File: src/rtl/inst_cache.sv
// Direct-mapped, one-word-per-line instruction cache.
// Handles one fetch at a time, with miss refill from memory and flush on misbranch.
module inst_cache #(
  parameter int INDEX_BITS = 6
) (
  input  logic        clk,
  input  logic        rst,
  input  logic        rdy,
  input  logic        has_misbranch,
  input  logic        in_fetch_valid,
  input  logic [31:0] in_fetch_pc,
  output logic        out_inst_ready,
  output logic [31:0] out_inst,
  output logic        out_mem_ask,
  output logic [31:0] out_mem_addr,
  input  logic        in_mem_ready,
  input  logic [31:0] in_mem_inst
);

  localparam int TAG_BITS = 30 - INDEX_BITS;
  localparam int LINES = 1 << INDEX_BITS;

  typedef enum logic {
    IDLE,
    MISS_WAIT
  } state_t;

  state_t state;

  logic [LINES-1:0]    valid;
  logic [TAG_BITS-1:0] tags [LINES];
  logic [31:0]         data [LINES];

  logic [INDEX_BITS-1:0] req_index;
  logic [TAG_BITS-1:0]   req_tag;
  logic [INDEX_BITS-1:0] fill_index;
  logic [TAG_BITS-1:0]   fill_tag;
  logic                  hit;
  logic                  fill;
  logic                  unused_pc_bits;

  assign req_index  = in_fetch_pc[INDEX_BITS+1:2];
  assign req_tag    = in_fetch_pc[31:2+INDEX_BITS];
  assign fill_index = out_mem_addr[INDEX_BITS+1:2];
  assign fill_tag   = out_mem_addr[31:2+INDEX_BITS];
  assign hit        = valid[req_index] && (tags[req_index] == req_tag);
  assign unused_pc_bits = ^{in_fetch_pc[1:0], out_mem_addr[1:0]};

  // Fill still happens on a flush that coincides with the memory reply.
  assign fill = rdy && !rst && (state == MISS_WAIT) && in_mem_ready;

  always_ff @(posedge clk or posedge rst) begin
    if (rst) begin
      state          <= IDLE;
      valid          <= '0;
      out_inst_ready <= 1'b0;
      out_mem_ask    <= 1'b0;
      out_inst       <= '0;
      out_mem_addr   <= '0;
    end else if (rdy) begin
      out_inst_ready <= 1'b0;
      out_mem_ask    <= 1'b0;
      unique case (state)
        IDLE: begin
          if (in_fetch_valid && !has_misbranch) begin
            if (hit) begin
              out_inst_ready <= 1'b1;
              out_inst       <= data[req_index];
            end else begin
              out_mem_ask  <= 1'b1;
              out_mem_addr <= {in_fetch_pc[31:2], 2'b00};
              state        <= MISS_WAIT;
            end
          end
        end
        MISS_WAIT: begin
          if (in_mem_ready) begin
            valid[fill_index] <= 1'b1;
            state             <= IDLE;
            if (!has_misbranch) begin
              out_inst_ready <= 1'b1;
              out_inst       <= in_mem_inst;
            end
          end else if (has_misbranch) begin
            state <= IDLE;
          end
        end
        default: state <= IDLE;
      endcase
    end
  end

  // Data and tag arrays carry no reset; valid bits gate every hit.
  always_ff @(posedge clk) begin
    if (fill) begin
      data[fill_index] <= in_mem_inst;
      tags[fill_index] <= fill_tag;
    end
  end

endmodule

File: config.mk
export PLATFORM = sky130hd
export DESIGN_NAME = inst_cache
export DESIGN_NICKNAME = d
export VERILOG_FILES = /design/src/rtl/inst_cache.sv
export SDC_FILE = /design/constraint.sdc
export NUM_CORES = 2
export LEC_CHECK = 0
export ABC_CLOCK_PERIOD_IN_PS = 6100
export BUFFER_PORTS_ARGS = -buffer_cell sky130_fd_sc_hd__buf_2
export CAP_MARGIN = 10
export CORE_MARGIN = 2
export CORE_UTILIZATION = 50
export CTS_BUF_LIST = sky130_fd_sc_hd__clkbuf_4
export CTS_CLUSTER_SIZE = 30
export DETAILED_ROUTE_END_ITERATION = 16
export GPL_ROUTABILITY_DRIVEN = 0
export MAX_ROUTING_LAYER = met4
export PLACE_DENSITY = 0.66
export SKIP_LAST_GASP = 1
export SLEW_MARGIN = 20
export SYNTH_ARGS = -nofsm -noshare
export SYNTH_HDL_FRONTEND = slang
export SYNTH_SLANG_ARGS = --single-unit
File: constraint.sdc
create_clock -name clk -period 6.1 [get_ports clk]
set_input_delay 0 -clock clk [delete_from_list [all_inputs] [get_ports clk]]
set_output_delay 0 -clock clk [all_outputs]
set_load 0.01 [all_outputs]
==> flow_summary_export.csv <==
group,metric,value,unit
floorplanning,die_w,539.1,um
floorplanning,die_h,539.1,um
yosys,synth-seq-cells,3713,
yosys,yosysUniqueCellTypes,66,
global_route,grt_pass1_wl,563.3,mm
global_route,grt.total_usage,28.35,%
timing,fmax,178.7,MHz
floorplanning,core_area,0.2850,mm^2
floorplanning,core.rowCount,196,
worst_setup_path,endpoint_kind,"flip-flop",
timing,fin_crit,5596,ps
yosys,synth_xor_area_share,0.1713,%
yosys,synth_top_area_cell,"edfxtp_1",
worst_setup_path,crit_path_max_incr_delay,820,ps
cts,cts_setup_buffers,0,
timing,worst_pin_slew,1231,ps
timing,fin_setup_tns,0,ps
cts,htree_levels,6,
floorplanning,io_pins,136,
yosys,synth_top_family_by_area,"multiplexers",
yosys,syn_inst,6330,
global_route,grt_pass1_vias,76010,
power_and_ir_drop,power_frac_seq,55.9,%
power_and_ir_drop,comb_power_share,5.7,%
worst_setup_path,r2r_end,"out_mem_addr[26]",
cts,ctsResizeCount,0,
yosys,async_flop_share,3.474,%
cts,cts-root-buf,"clkbuf_4",
hold_path,min_path_type,"input port to flip-flop",
worst_setup_path,r2r_slack,530,ps
worst_setup_path,path_max_fanout,33,
worst_setup_path,critical_path_arrival,7080,ps
timing,hold_viol_final,0,
timing,drv_slew,0,
power_and_ir_drop,clkPwrFrac,38.4,%
cts,cts_buffers,896,
hold_path,hold_depth,4,
power_and_ir_drop,p_leak,53.69,nW
worst_setup_path,worstPathRequired,7580,ps
drt,wirelength,401.8,mm
placement,hpwl,210.6,mm
drt,ant_nets,0,
timing,rsz0062_at_grt,"no",
power_and_ir_drop,ir_drop,356.2,uV
cts,clkTransAtPathRegs,70,ps
drt,drt_iter0_drc,10740,
worst_setup_path,crit_type,"input port to flip-flop",
placement,dpl_worst_slack,625.8,ps
floorplanning,start_util,50.24,%
worst_setup_path,worst_setup_path_start_kind,"input port",
cells_and_area,syn2layout_area_growth,14.42,%
cells_and_area,fillers,21000,
cells_and_area,seqCellArea,0.1109,mm^2
drt,post_drt_wl_per_cell,33.68,um
drt,firstDrtPassIters,6,
worst_setup_path,rr_worst_depth,13,
worst_setup_path,reg2reg_from,"tags[44][5]",
drt,drt-vias-per-instance,6.354,
yosys,ys_top_cells_by_area,"edfxtp_1 75%, mux4_2 14%, dfrtp_1 2.3%, mux2i_1 2.2%, a22oi_1 0.77%",
floorplanning,die-area,0.2906,mm^2
cts,cts.path.max_buffers,4,
timing,skew,180.6,ps
drt,drc,0,
global_route,grt_overflow_total,0,
yosys,yosys.area_share.adder,0,%
cells_and_area,drive_gt1_share,35.64,%
hold_path,min_to,"data[28][15]",
cts,clock-sinks,3713,
cells_and_area,final_util,57.48,%
job,maxCapViolCount,0,
cts,insertion_delay,1670,ps
placement,io_buffers,131,
yosys,synth_ff_type,"edfxtp_1",
yosys,yosysTopAreaCellShare,75.18,%
cts,cts_tree,"done",
yosys,synth_area,0.1432,mm^2
worst_setup_path,crit_family,"buffers and inverters",
timing,setup_viol_count_final,0,
cells_and_area,nets,7557,
yosys,synth_edf_count,3584,
global_route,grt_max_degree,147,
timing,relSlewSlack,17.75,%
hold_path,hold_path.startpoint,"in_mem_inst[15]",
global_route,antenna_found_initial,12,
yosys,synth_seq_area_share,77.43,%
timing,fin_crit_sh,91.73,%
yosys,avgSynthCellArea,22.62,um^2
power_and_ir_drop,p_sw,0.01238,W
worst_setup_path,crit_chain,"dlygate4sd3_1 > buf_4 > dlygate4sd3_1 > buf_4 > nand3b_1 > nor2_1 > a22oi_1 > o21ai_0 > nor4_1 > xor2_1 > nand4_1 > buf_4 > a211oi_1 > nand4_1 > nand2_2 > buf_12 > mux2_1 > dlygate4sd3_1",
yosys,yosys_warnings,0,
cells_and_area,multi_input_area,0.03095,mm^2
power_and_ir_drop,swShare,23.56,%
power_and_ir_drop,power_density,320.7,mW/mm^2
outcome,status,"completed",
power_and_ir_drop,internal-power,0.04016,W
yosys,yosys.area_share.simple,1.506,%
cts,ctsHoldBuffers,213,
drt,vias,75810,
yosys,synthMuxAreaShare,17.22,%
yosys,synth_compound_area_share,2.341,%
timing,worst_slack,504.2,ps
worst_setup_path,crit_buf_inv,7,
worst_setup_path,cpMaxStageDelayCell,"dlygate4sd3_1",
power groups by stage:
stage	Sequential [W]	Clock, W	Combinational (W)
floorplan	0.0298	0	0.00158
global placement	0.0299	0	0.00270
detailed placement	0.0300	0	0.00276
CTS	0.0294	0.0205	0.00296
global route	0.0294	0.0219	0.00316
finish	0.0294	0.0202	0.00300
sequential cells by signal, summed over array words and instances, names as in the netlist:
signal / count
out_mem_addr: 30
out_mem_ask: 1
state: 1
tags: 1536
out_inst: 32
data: 2048
valid: 64
out_inst_ready: 1
worst max path at each step:
stage / startpoint / end / slack [ps] / depth (start not counted)
after floorplan: rst / data[10][0] / 290 / 3
after global placement: in_fetch_pc[5] / out_mem_addr[30] / 400 / 13
after detailed placement: in_fetch_pc[2] / out_mem_addr[19] / 630 / 14
after CTS: tags[44][5] / out_mem_addr[22] / 650 / 13
after global routing: tags[45][5] / out_mem_addr[31] / 390 / 13
final: in_fetch_pc[5] / out_mem_addr[26] / 500 / 18
Yosys cell counts, types with 9 or more instances:
cell type and n:
or2_2 9, nand3_1 90, a21oi_1 30, a31oi_1 17, a211oi_1 14, mux2_1 28
xnor2_1 13, o22ai_1 36, o211ai_1 30, mux4_2 914, dfrtp_1 129, buf_1 21
nand2b_1 12, o21bai_1 40, mux2_2 50, nor2b_1 14, a21o_1 24, a221oi_1 31
nor2_1 122, buf_4 59, mux2i_1 318, xor2_1 15, nor3_1 12, buf_2 101
a22oi_1 147, buf_6 24, edfxtp_1 3584, nand4_1 20, clkbuf_1 153, o21ai_0 33
nand3b_1 10, nand2_1 125
cell families after synthesis:
group           Yosys count
mux                    1310
xor+xnor                 28
compound gates          454
simple gates            457
buf+inv                 367
other cells               1
flops                  3713
tightest hold or removal path, cell delays in order:
cell and delay [ps]:
dlygate4sd3_1 530, dlygate4sd3_1 550, buf_2 180, buf_16 220
stage by stage:
stage | area, um^2 | std cells | power, W | hold WS [ps]
after floorplan | 143200 | 6331 | 0.03137 | 98.87
after global placement | 149900 | 10130 | 0.03259 | 160.3
after detailed placement | 149900 | 10140 | 0.03272 | 167.0
after CTS | 163700 | 11920 | 0.05288 | 3.988
after global routing | 163800 | 11930 | 0.05444 | 70.66
final | 163800 | 11930 | 0.05253 | 168.8
cell usage in the layout (no fill, tap or decap), drive strengths merged, types with 13 or more instances in the layout:
| master | Yosys | layout |
|---|---|---|
| a21oi | 30 | 30 |
| xnor2 | 13 | 13 |
| o21ai | 34 | 34 |
| edfxtp | 3584 | 3584 |
| a22oi | 155 | 155 |
| mux2i | 318 | 318 |
| nand4 | 20 | 20 |
| dfrtp | 129 | 129 |
| inv | 7 | 46 |
| nor2 | 123 | 123 |
| nand2 | 126 | 126 |
| a221oi | 31 | 31 |
| dlygate4sd3 | 0 | 196 |
| mux4 | 914 | 914 |
| mux2 | 78 | 78 |
| xor2 | 15 | 15 |
| nor2b | 14 | 14 |
| o22ai | 36 | 36 |
| clkbuf | 153 | 1319 |
| nand3 | 90 | 90 |
| a31oi | 17 | 17 |
| o211ai | 38 | 38 |
| clkinv | 2 | 206 |
| o21bai | 40 | 40 |
| buf | 205 | 420 |
| a21o | 24 | 24 |
| a211oi | 14 | 14 |
area by class of cell:
type,count,share of cell area (%)
flip-flops and latches,3713,67.70
diodes,12,0.01833
clock inverters,249,0.9136
repair buffers,616,3.524
inverters,9,0.02826
well taps,3762,2.874
clock buffers,1319,6.045
multi-input cells,2251,18.89
per-layer routing:
layer	up-vias	global-route usage, %	wire (um)
met3	693	6.348	45570
met2	4893	42.86	191600
met5	-	-	0
met4	0	8.405	11010
met1	40300	38.98	153700
li1	29930	-	-
No activity file was read; power rests on OpenSTA's default activity.
